==> src/rtl/wb_bus_pkg.sv <==
// rtl/wb_bus_pkg.sv - shared widths, slave-select field and FSM encoding for the shared Wishbone bus
package wb_bus_pkg;

    localparam int WB_AW  = 32;
    localparam int WB_DW  = 32;
    localparam int WB_SW  = 4;
    localparam int SLV_HI = 31;
    localparam int SLV_LO = 28;

    typedef enum logic {
        ST_IDLE  = 1'b0,
        ST_OWNED = 1'b1
    } bus_state_t;

    // Slave number carried in the top address nibble
    function automatic logic [SLV_HI-SLV_LO:0] slave_field(input logic [WB_AW-1:0] addr);
        return addr[SLV_HI:SLV_LO];
    endfunction

endpackage

==> src/rtl/wb_shared_bus_if.sv <==
// rtl/wb_shared_bus_if.sv - master-side and slave-side signal bundle of the shared Wishbone bus
interface wb_shared_bus_if
    import wb_bus_pkg::*;
#(
    parameter int NUM_M = 2,
    parameter int NUM_S = 4
) ();

    logic [NUM_M-1:0]       m_cyc_i;
    logic [NUM_M-1:0]       m_stb_i;
    logic [NUM_M-1:0]       m_we_i;
    logic [NUM_M*WB_AW-1:0] m_addr_i;
    logic [NUM_M*WB_DW-1:0] m_data_i;
    logic [NUM_M*WB_SW-1:0] m_sel_i;
    logic [WB_DW-1:0]       m_data_o;
    logic [NUM_M-1:0]       m_ack_o;
    logic [NUM_M-1:0]       m_err_o;
    logic [NUM_S-1:0]       s_cyc_o;
    logic [NUM_S-1:0]       s_stb_o;
    logic [WB_AW-1:0]       s_addr_o;
    logic [WB_DW-1:0]       s_data_o;
    logic [WB_SW-1:0]       s_sel_o;
    logic                   s_we_o;
    logic [NUM_S*WB_DW-1:0] s_data_i;
    logic [NUM_S-1:0]       s_ack_i;
    logic [NUM_S-1:0]       s_err_i;
    logic [NUM_M-1:0]       gnt_o;

    modport bus (
        input  m_cyc_i, m_stb_i, m_we_i, m_addr_i, m_data_i, m_sel_i,
        input  s_data_i, s_ack_i, s_err_i,
        output m_data_o, m_ack_o, m_err_o,
        output s_cyc_o, s_stb_o, s_addr_o, s_data_o, s_sel_o, s_we_o, gnt_o
    );

    modport master (
        output m_cyc_i, m_stb_i, m_we_i, m_addr_i, m_data_i, m_sel_i,
        input  m_data_o, m_ack_o, m_err_o, gnt_o
    );

    modport slave (
        input  s_cyc_o, s_stb_o, s_addr_o, s_data_o, s_sel_o, s_we_o,
        output s_data_i, s_ack_i, s_err_i
    );

endinterface

==> src/rtl/wb_rr_arbiter.sv <==
// rtl/wb_rr_arbiter.sv - round-robin winner search and last-owner pointer
module wb_rr_arbiter #(
    parameter int NUM_M = 2
) (
    input  logic                     clk_i,
    input  logic                     rst_i,
    input  logic [NUM_M-1:0]         req,
    input  logic                     take,
    output logic [$clog2(NUM_M)-1:0] win_idx,
    output logic                     win_valid
);

    localparam int IW = $clog2(NUM_M);

    logic [IW-1:0] last_q;

    // First requester found scanning upward from the master after the last owner
    always_comb begin
        win_idx   = '0;
        win_valid = 1'b0;
        for (int i = 1; i <= NUM_M; i++) begin
            if (!win_valid && req[IW'((int'(last_q) + i) % NUM_M)]) begin
                win_valid = 1'b1;
                win_idx   = IW'((int'(last_q) + i) % NUM_M);
            end
        end
    end

    // Pointer moves only when a grant is actually taken; starts at NUM_M-1 so master 0 wins first
    always_ff @(posedge clk_i or posedge rst_i) begin
        if (rst_i) begin
            last_q <= IW'(NUM_M - 1);
        end else if (take && win_valid) begin
            last_q <= win_idx;
        end
    end

endmodule

==> src/rtl/wb_shared_bus.sv <==
// rtl/wb_shared_bus.sv - shared Wishbone bus, round-robin masters to address-decoded slaves; WB_BUS_TIMEOUT_EN adds a stall timeout
module wb_shared_bus
    import wb_bus_pkg::*;
#(
    parameter int NUM_M       = 2,
    parameter int NUM_S       = 4,
    parameter int TIMEOUT_CYC = 255
) (
    input  logic          clk_i,
    input  logic          rst_i,
    wb_shared_bus_if.bus  bus
);

    localparam int IW = $clog2(NUM_M);

    bus_state_t       state_q, state_d;
    logic [IW-1:0]    owner_q, win_idx;
    logic             win_valid, grant_take;
    logic [NUM_M-1:0] gnt_q;
    logic             err_pulse_q;

    logic             own_cyc, own_stb, own_we;
    logic [WB_AW-1:0] own_addr;
    logic [WB_DW-1:0] own_data;
    logic [WB_SW-1:0] own_sel;
    logic [3:0]       slv_idx;
    logic             slv_mapped, slv_ack, slv_err;
    logic [WB_DW-1:0] slv_rdata;
    logic             own_active, unmapped_stb, to_hit;

    assign grant_take = (state_q == ST_IDLE) && win_valid;

    wb_rr_arbiter #(.NUM_M(NUM_M)) u_arb (
        .clk_i     (clk_i),
        .rst_i     (rst_i),
        .req       (bus.m_cyc_i),
        .take      (grant_take),
        .win_idx   (win_idx),
        .win_valid (win_valid)
    );

    // Pick out the current owner's request fields
    always_comb begin
        own_cyc  = 1'b0;
        own_stb  = 1'b0;
        own_we   = 1'b0;
        own_addr = '0;
        own_data = '0;
        own_sel  = '0;
        for (int m = 0; m < NUM_M; m++) begin
            if (owner_q == IW'(m)) begin
                own_cyc  = bus.m_cyc_i[m];
                own_stb  = bus.m_stb_i[m];
                own_we   = bus.m_we_i[m];
                own_addr = bus.m_addr_i[m*WB_AW +: WB_AW];
                own_data = bus.m_data_i[m*WB_DW +: WB_DW];
                own_sel  = bus.m_sel_i[m*WB_SW +: WB_SW];
            end
        end
    end

    // Decode the addressed slave and mux its response back
    always_comb begin
        slv_idx    = slave_field(own_addr);
        slv_mapped = (32'(slv_idx) < NUM_S);
        slv_ack    = 1'b0;
        slv_err    = 1'b0;
        slv_rdata  = '0;
        for (int k = 0; k < NUM_S; k++) begin
            if (slv_idx == 4'(k)) begin
                slv_ack   = bus.s_ack_i[k];
                slv_err   = bus.s_err_i[k];
                slv_rdata = bus.s_data_i[k*WB_DW +: WB_DW];
            end
        end
    end

    assign own_active   = (state_q == ST_OWNED) && own_cyc && own_stb;
    assign unmapped_stb = own_active && !slv_mapped;

`ifdef WB_BUS_TIMEOUT_EN
    logic [7:0] to_cnt_q;
    logic       stall;

    // Hit on the TIMEOUT_CYC-th consecutive unanswered strobe cycle; depends only on registered count
    assign to_hit = own_active && slv_mapped && (to_cnt_q == 8'(TIMEOUT_CYC - 1));
    assign stall  = own_active && slv_mapped && !slv_ack && !slv_err;

    // Count consecutive stalled strobe cycles, restarting on any response or on the timeout itself
    always_ff @(posedge clk_i or posedge rst_i) begin
        if (rst_i) begin
            to_cnt_q <= 8'd0;
        end else if (!stall || to_hit) begin
            to_cnt_q <= 8'd0;
        end else begin
            to_cnt_q <= to_cnt_q + 8'd1;
        end
    end
`else
    assign to_hit = 1'b0;
`endif

    // FSM state register
    always_ff @(posedge clk_i or posedge rst_i) begin
        if (rst_i) begin
            state_q <= ST_IDLE;
        end else begin
            state_q <= state_d;
        end
    end

    // FSM next state: take the bus on any request, release when the owner drops cyc
    always_comb begin
        state_d = state_q;
        case (state_q)
            ST_IDLE:  if (|bus.m_cyc_i) state_d = ST_OWNED;
            ST_OWNED: if (!own_cyc)     state_d = ST_IDLE;
            default:  state_d = ST_IDLE;
        endcase
    end

    // Owner index, debug grant and the one-shot error for unmapped addresses
    always_ff @(posedge clk_i or posedge rst_i) begin
        if (rst_i) begin
            owner_q     <= '0;
            gnt_q       <= '0;
            err_pulse_q <= 1'b0;
        end else begin
            if (grant_take) begin
                owner_q <= win_idx;
                gnt_q   <= {{(NUM_M-1){1'b0}}, 1'b1} << win_idx;
            end else if ((state_q == ST_OWNED) && !own_cyc) begin
                gnt_q <= '0;
            end
            err_pulse_q <= unmapped_stb && !err_pulse_q;
        end
    end

    // FSM outputs: owner drives the shared buses, decoded slave answers the owner only
    always_comb begin
        bus.s_cyc_o  = '0;
        bus.s_stb_o  = '0;
        bus.s_addr_o = '0;
        bus.s_data_o = '0;
        bus.s_sel_o  = '0;
        bus.s_we_o   = 1'b0;
        bus.m_data_o = '0;
        bus.m_ack_o  = '0;
        bus.m_err_o  = '0;
        bus.gnt_o    = gnt_q;
        if (state_q == ST_OWNED) begin
            bus.s_addr_o = own_addr;
            bus.s_data_o = own_data;
            bus.s_sel_o  = own_sel;
            bus.s_we_o   = own_we;
            bus.m_data_o = slv_rdata;
            for (int k = 0; k < NUM_S; k++) begin
                if (own_cyc && slv_mapped && (slv_idx == 4'(k))) begin
                    bus.s_cyc_o[k] = 1'b1;
                    bus.s_stb_o[k] = own_stb && !to_hit;
                end
            end
            for (int m = 0; m < NUM_M; m++) begin
                if (owner_q == IW'(m)) begin
                    bus.m_ack_o[m] = own_active && slv_mapped && slv_ack && !to_hit;
                    bus.m_err_o[m] = (own_active && slv_mapped && slv_err) || err_pulse_q || to_hit;
                end
            end
        end
    end

endmodule

==> src/flat_wrapper.sv <==
// flat-port wrapper written by rule: the top's interface ports become plain ports
module wb_shared_bus_flat import wb_bus_pkg::*;
#(
    parameter int NUM_M       = 2,
    parameter int NUM_S       = 4,
    parameter int TIMEOUT_CYC = 255
)
  (clk_i, rst_i, bus_m_cyc_i, bus_m_stb_i, bus_m_we_i, bus_m_addr_i, bus_m_data_i, bus_m_sel_i, bus_s_data_i, bus_s_ack_i, bus_s_err_i, bus_m_data_o, bus_m_ack_o, bus_m_err_o, bus_s_cyc_o, bus_s_stb_o, bus_s_addr_o, bus_s_data_o, bus_s_sel_o, bus_s_we_o, bus_gnt_o);
  wb_shared_bus_if #(.NUM_M(NUM_M), .NUM_S(NUM_S)) bus_i ();
  input  logic clk_i;
  input  logic rst_i;
  input wire logic [$bits(bus_i.m_cyc_i)-1:0] bus_m_cyc_i;
  input wire logic [$bits(bus_i.m_stb_i)-1:0] bus_m_stb_i;
  input wire logic [$bits(bus_i.m_we_i)-1:0] bus_m_we_i;
  input wire logic [$bits(bus_i.m_addr_i)-1:0] bus_m_addr_i;
  input wire logic [$bits(bus_i.m_data_i)-1:0] bus_m_data_i;
  input wire logic [$bits(bus_i.m_sel_i)-1:0] bus_m_sel_i;
  input wire logic [$bits(bus_i.s_data_i)-1:0] bus_s_data_i;
  input wire logic [$bits(bus_i.s_ack_i)-1:0] bus_s_ack_i;
  input wire logic [$bits(bus_i.s_err_i)-1:0] bus_s_err_i;
  output wire logic [$bits(bus_i.m_data_o)-1:0] bus_m_data_o;
  output wire logic [$bits(bus_i.m_ack_o)-1:0] bus_m_ack_o;
  output wire logic [$bits(bus_i.m_err_o)-1:0] bus_m_err_o;
  output wire logic [$bits(bus_i.s_cyc_o)-1:0] bus_s_cyc_o;
  output wire logic [$bits(bus_i.s_stb_o)-1:0] bus_s_stb_o;
  output wire logic [$bits(bus_i.s_addr_o)-1:0] bus_s_addr_o;
  output wire logic [$bits(bus_i.s_data_o)-1:0] bus_s_data_o;
  output wire logic [$bits(bus_i.s_sel_o)-1:0] bus_s_sel_o;
  output wire logic [$bits(bus_i.s_we_o)-1:0] bus_s_we_o;
  output wire logic [$bits(bus_i.gnt_o)-1:0] bus_gnt_o;
  assign bus_i.m_cyc_i = bus_m_cyc_i;
  assign bus_i.m_stb_i = bus_m_stb_i;
  assign bus_i.m_we_i = bus_m_we_i;
  assign bus_i.m_addr_i = bus_m_addr_i;
  assign bus_i.m_data_i = bus_m_data_i;
  assign bus_i.m_sel_i = bus_m_sel_i;
  assign bus_i.s_data_i = bus_s_data_i;
  assign bus_i.s_ack_i = bus_s_ack_i;
  assign bus_i.s_err_i = bus_s_err_i;
  assign bus_m_data_o = bus_i.m_data_o;
  assign bus_m_ack_o = bus_i.m_ack_o;
  assign bus_m_err_o = bus_i.m_err_o;
  assign bus_s_cyc_o = bus_i.s_cyc_o;
  assign bus_s_stb_o = bus_i.s_stb_o;
  assign bus_s_addr_o = bus_i.s_addr_o;
  assign bus_s_data_o = bus_i.s_data_o;
  assign bus_s_sel_o = bus_i.s_sel_o;
  assign bus_s_we_o = bus_i.s_we_o;
  assign bus_gnt_o = bus_i.gnt_o;
  wb_shared_bus #(.NUM_M(NUM_M), .NUM_S(NUM_S), .TIMEOUT_CYC(TIMEOUT_CYC)) u_core (.clk_i(clk_i), .rst_i(rst_i), .bus(bus_i));
endmodule
==> config.mk <==
export PLATFORM = sky130hd
export DESIGN_NAME = wb_shared_bus_flat
export DESIGN_NICKNAME = d
export VERILOG_FILES = /design/src/rtl/wb_bus_pkg.sv /design/src/rtl/wb_shared_bus_if.sv /design/src/rtl/wb_rr_arbiter.sv /design/src/rtl/wb_shared_bus.sv /design/src/flat_wrapper.sv
export SDC_FILE = /design/constraint.sdc
export NUM_CORES = 1
export LEC_CHECK = 0
export ABC_AREA = 1
export BUFFER_PORTS_ARGS = -buffer_cell sky130_fd_sc_hd__buf_2
export CELL_PAD_IN_SITES_DETAIL_PLACEMENT = 1
export CELL_PAD_IN_SITES_GLOBAL_PLACEMENT = 1
export CORE_AREA = 4 4 150 152
export DETAILED_ROUTE_END_ITERATION = 7
export DIE_AREA = 0 0 154 156
export GPL_ROUTABILITY_DRIVEN = 0
export GPL_TIMING_DRIVEN = 0
export MAX_ROUTING_LAYER = met4
export PLACE_DENSITY_LB_ADDON = 0.05
export RECOVER_POWER = 100
export SLEW_MARGIN = 15
export SYNTH_ARGS = -nofsm -noshare
export SYNTH_HDL_FRONTEND = slang
export SYNTH_SLANG_ARGS = --single-unit
export TNS_END_PERCENT = 30
==> constraint.sdc <==
create_clock -name clk_i -period 1.6 [get_ports clk_i]
set_input_delay 0.08 -clock clk_i [delete_from_list [all_inputs] [get_ports clk_i]]
set_output_delay 0.08 -clock clk_i [all_outputs]
set_load 0.005 [all_outputs]
==> reports/results.txt, run 1 <==
Synth top area cells: nand2_1 24%, a22o_1 23%, a21oi_1 8.0%
Die H: 156 microns
Placed Cells: 1116
Layout area overhead: 127%
Area of the mapped netlist: 2500 sq um
Detailed-router iteration count before antenna repair: 4
Layout cells sized above 1: 61.3%
# IOs: 395
Skew-Pair Late Insertion Delay: 230 ps
Syn_nets: 727
Via/cell ratio: 4.21
Cell variety after synth: 24
Failing checks: negative setup slack
Sequential area share after synthesis: 6.06%
Highest-count cells in the layout ignoring fill and taps: 393 x buf_2, 156 x nand2_1, 60 x a22o_1, 28 x a21oi_2, 28 x a21oi_1
Setup Crit Path Kind: reg2out
IO Port Bufs: 394
Tcrit/Tclk final: 127%
Status: complete, but fails checks
Worst Skew: 0.675 ps
Cell family with most CP delay: buffers and inverters
Crit. End Element: primary output
Routed WL: 23200 microns
Count of final max-slew check failures: 0
Share of the synthesized area in the top cell type: 24.3%
Synthesized flop and latch total: 6
DP Area: 4820 sq um
DP Wirelength: 19600 microns
Clk slew on worst S/H paths: 40 ps
Synth warn: 0
Finished Core Util: 27.0%
Post-Synthesis Cells: 447
Count of nets after finishing: 1154
Hold Path Cell Cnt: 3
RSZ-0062 raised after global routing: true
Std-Cell Rows: 53
PD cells: 1510 nW/um^2
Total of max-cap violations: 0
Congestion Overflow GR: 0
Die ar.: 24000 sq um
Worst EP arrival: 1960 ps
Largest net degree at the start of global routing: 11
Slew @ Worst Pin: 535 ps
Fmax: 491 MHz
Hold Crit Class: in2reg
Most common cell after layout, fill and taps aside: buf_2
Hold Violations, Final: 0
Core ar.: 21000 sq um
Root buf cell: clkbuf_16
Routed vias: 4864
Min Clock Period, post-route: 2040 ps
Critical path launch point type: flip-flop
CP max stage delay: 470 ps
Finished Cell Area: 5690 sq um
Num CTS Buffers: 3
Final ANT Viol Nets: 0
Starting Density: 11.9%
Lkg Pwr: 3.26 nW
Endpoints failing setup: 109
Data required, critical path: 1520 ps
Critical path's slowest cell: dfrtp_2
Max FO, Critical Path: 7
DRC: 0
Final setup margin: -438 ps
Routed len/inst: 20.1 microns
CTS max path bufs: 2
Initial antenna violation count: 8
CP Cell Sequence: buf_6, o21ai_4, nor2_4, buf_6, nand2_4, clkinv_8, buf_8, a21oi_1, a21oi_1, buf_2
Fillers: 2736
Synthesized area per cell: 5.59 sq um
Yosys top cell by area: nand2_1
Peak supply drop: 0.330 mV
CTS tree: done
WP buf/inv: 5
Critical path depth: 10
First-pass GRT wire length: 32200 microns
Worst slew margin: 64.0%
Reg2reg path depth: 7
Die X-Extent: 154 microns
Vias in the first global route: 5182
Non-filler cells, final: 1155
CTS sink cnt: 6
Iter 0 DRT Violations: 189
H-tree depth: 1
All-Layer GR Usage: 17.7%
==> through the flow <==
stage	setup WS [ps]	hold slack [ps]	power, W	setup TNS [ps]
4_1_cts	-426	109	0.00798	-34980
3_5_place_dp	-528	10.1	0.00668	-40660
5_1_grt	-519	142	0.00931	-37360
3_3_place_gp	-511	3.13	0.00666	-38030
6_report	-438	110	0.00859	-26450
2_1_floorplan	128	-130	0.00373	0
==> cells in the mapped netlist (all sizes together) <==
cell    instances
clkbuf         11
buf            27
o22ai           1
a21oi          60
nor2           28
dfrtp           5
nand2         171
nor3            4
inv            29
o21ai          39
o211ai          1
a22o           65
or2             1
nand3           4
dfstp           1
==> repair_timing <==
item	in CTS	in global routing
gates cloned	5	3
hold buffers	1	0
setup buffers	11	8
hold endpoints to repair	5	0
endpoints found under the setup margin	110	110
gates resized for setup	79	72
pin swaps	9	16
==> worst reg2reg max path, delay by kind of cell, from the launching register on <==
family / cells / cell delay [ps]
DFF: 1 / 470
buffers and inverters: 4 / 550
AOI/OAI and AO/OA: 1 / 150
and+or+nand+nor: 2 / 210
==> routing by layer <==
metal | GRT usage, % | part of all wire, % | up-vias | wire (microns)
met3 | 3.27 | 7.0 | 28 | 1620
li1 | - | - | 2386 | -
met2 | 33.3 | 54 | 254 | 12400
met5 | - | 0 | - | 0
met1 | 19.3 | 37 | 2196 | 8600
met4 | 4.29 | 2.3 | 0 | 525
==> logic make-up after synthesis <==
family	Yosys count	share of synthesized area, %
AO/OA/AOI/OAI	166	46.1
flip-flops	6	6.06
AND/OR/NAND/NOR	208	33.9
buffers and inverters	67	13.9
==> path summary, 6_finish.rpt <==
path / from / endpoint / slack (ps)
min in group asynchronous: rst_i / u_core.state_q$_DFF_PP0_ / 320
min: bus_m_cyc_i[1] / u_core.state_q$_DFF_PP0_ / 110
min reg2reg: u_core.err_pulse_q$_DFF_PP0_ / u_core.err_pulse_q$_DFF_PP0_ / 450
max in group asynchronous: rst_i / u_core.u_arb.last_q$_DFFE_PP1P_ / 1020
max: u_core.owner_q$_DFFE_PP0P_ / bus_m_data_o[16] / -440
max reg2reg: u_core.owner_q$_DFFE_PP0P_ / u_core.err_pulse_q$_DFF_PP0_ / 140
==> where the power goes <==
| group | total [W] | switching, W | leakage, nW | internal, W |
|---|---|---|---|---|
| sequential | 0.000299 | 0.0000663 | 0.0727 | 0.000233 |
| clock | 0.000426 | 0.0000947 | 0.0382 | 0.000331 |
| combinational | 0.00786 | 0.00423 | 3.14 | 0.00363 |
| total | 0.00859 | 0.00439 | 3.26 | 0.00420 |
==> layout make-up <==
type	count	area, sq um	area share, %
timing repair buffer	422	2320	40.8
multi-input combinational	374	2230	39.3
buffer	38	409	7.20
tap	275	344	6.05
sequential	6	153	2.68
inverter	29	130	2.29
clock buffer	4	78.8	1.39
antenna	7	17.5	0.308
==> sequential cells by signal (all words and copies together), names as in the netlist <==
name	cells
u_core.err_pulse_q	1
u_core.bus.gnt_o	2
u_core.u_arb.last_q	1
u_core.state_q	1
u_core.owner_q	1
No activity file was read; power rests on OpenSTA's default activity.
==> run 2: changes to the inputs <==
- CTS_CLUSTER_SIZE: not set -> 8
- SETUP_SLACK_MARGIN: not set -> 0.2
==> reports/results.txt, run 2 (same netlist as run 1, synthesis figures left out) <==
Worst R2R End: u_core.err_pulse_q$_DFF_PP0_
Hold Violations, Final: 0
Total of max-cap violations: 0
Fillers: 2772
Finished Core Util: 26.1%
Critical path launch point type: flip-flop
Slew @ Worst Pin: 474 ps
All-Layer GR Usage: 17.3%
Die H: 156 microns
Die X-Extent: 154 microns
R2R Path Start: u_core.owner_q$_DFFE_PP0P_
Reg2reg path depth: 7
FF+latch area: 153 sq um
Number of flip-flops in the largest register: 2
Detailed-router iteration count before antenna repair: 4
Core ar.: 21000 sq um
Switching Fraction: 51.8%
Switching pwr: 0.00424 W
Data required, critical path: 1520 ps
Seq pwr share: 3.7%
RSZ-0062 raised after global routing: true
Routed len/inst: 19.8 microns
Routed WL: 22700 microns
Congestion Overflow GR: 0
H-tree depth: 1
Peak supply drop: 0.433 mV
Highest-count cells in the layout ignoring fill and taps: 397 x buf_2, 152 x nand2_1, 65 x a22o_1, 38 x a21oi_1, 23 x inv_1
Initial antenna violation count: 4
CTS max path bufs: 2
Failing checks: negative setup slack
Layout area overhead: 120%
Logic pwr share: 91.1%
Clock power share: 5.2%
First-pass GRT wire length: 31200 microns
Area taken by multi-input logic gates: 2150 sq um
Count of nets after finishing: 1148
Setup crit end: bus_m_data_o[18]
Final setup margin: -458 ps
Worst slew margin: 68.4%
Endpoints failing setup: 110
Tcrit/Tclk final: 129%
Std-Cell Rows: 53
Die ar.: 24000 sq um
DP Worst Slack: -605 ps
Iter 0 DRT Violations: 203
Fmax: 486 MHz
Vias in the first global route: 4941
Count of final max-slew check failures: 0
Clk slew on worst S/H paths: 40 ps
CP startpoint: u_core.owner_q$_DFFE_PP0P_
Skew-Pair Late Insertion Delay: 230 ps
Max FO, Critical Path: 11
DRC: 0
Most common cell after layout, fill and taps aside: buf_2
Worst reg-to-reg setup slack: 250 ps
# IOs: 395
Routed vias: 4789
Starting Density: 11.9%
Root buf cell: clkbuf_16
IO Port Bufs: 394
Final ANT Viol Nets: 0
Num CTS Buffers: 3
Worst Skew: 2.10 ps
Lkg Pwr: 3.17 nW
Crit. End Element: primary output
Min Clock Period, post-route: 2060 ps
Largest net degree at the start of global routing: 11
Setup Crit Path Kind: reg2out
PD cells: 1490 nW/um^2
Layout cells sized above 1: 60.1%
CTS sink cnt: 6
Internal power: 0.00394 W
Hold Crit Class: in2reg
DP Wirelength: 19600 microns
CTS tree: done
Via/cell ratio: 4.18
Worst EP arrival: 1980 ps
Status: complete, but fails checks
run 2: cell types whose count changed in the layout (fill, tap and decap cells not counted), moves of 6 or more:
cell / previous run / this run
o21ai_1: 13 / 21
buf_4: 23 / 17
a21oi_1: 28 / 38
a21oi_2: 28 / 22
o21ai_0: 19 / 13
run 2: metrics by stage:
step / setup TNS, ps / power [W] / std cells / hold WS (ps) / area (sq um)
floorplan: 0 / 0.00377 / 447 / -130 / 2520
global placement: -41280 / 0.00669 / 1116 / 0.284 / 4840
detailed placement: -43090 / 0.00671 / 1116 / 11.2 / 4840
CTS: -31390 / 0.00747 / 1122 / 112 / 5050
global route: -37100 / 0.00892 / 1146 / 161 / 5500
finish: -27240 / 0.00817 / 1146 / 117 / 5500
run 2: power groups by stage:
stage	logic [W]	registers, W	clock network [W]
after floorplan	0.00350	0.000270	0
after global placement	0.00641	0.000280	0
after detailed placement	0.00643	0.000282	0
after CTS	0.00675	0.000291	0.000428
after global routing	0.00816	0.000311	0.000443
final	0.00745	0.000303	0.000421
run 2: timing repair:
action,CTS,global route
setup buffers,1,16
endpoints found under the hold margin,5,0
cloned,0,4
hold buffers,1,0
endpoints found under the setup margin,114,115
resized for setup,40,88
pin swaps,2,11
run 2: worst min path at each step:
stage                               from                              end  slack, ps  depth (start not counted)
final                     bus_m_cyc_i[1]         u_core.state_q$_DFF_PP0_        120                          3
after global routing      bus_m_cyc_i[1]         u_core.state_q$_DFF_PP0_        160                          3
after CTS                 bus_m_cyc_i[1]         u_core.state_q$_DFF_PP0_        110                          3
after detailed placement           rst_i  u_core.bus.gnt_o[0]$_DFFE_PP0P_         10                          2
after global placement             rst_i  u_core.bus.gnt_o[1]$_DFFE_PP0P_        0.3                          2
after floorplan                    rst_i  u_core.bus.gnt_o[0]$_DFFE_PP0P_       -130                          1
run 2: final cells by class:
class / count / area share, %
diodes: 4 / 0.182
inverters: 29 / 2.41
well taps: 275 / 6.26
flip-flops and latches: 6 / 2.78
plain buffers: 38 / 7.44
repair buffers: 416 / 40.3
multi-input cells: 374 / 39.2
clock buffers: 4 / 1.43
run 2: layer usage:
layer	GRT usage [%]	part of all wire, %	vias to the layer above
li1	-	-	2370
met1	19.6	39	2189
met2	32.3	54	218
met3	3.19	6.4	12
met4	2.19	1.2	0
met5	-	0	-
run 2: critical path, cell delays in order (launching register included):
cell	delay (ps)
dfrtp_2	480
clkbuf_16	190
nand2_4	90
nand2_8	70
nor2_4	140
nand2_4	90
inv_4	80
buf_12	140
buf_12	130
a21oi_2	40
a21oi_2	150
buf_2	140
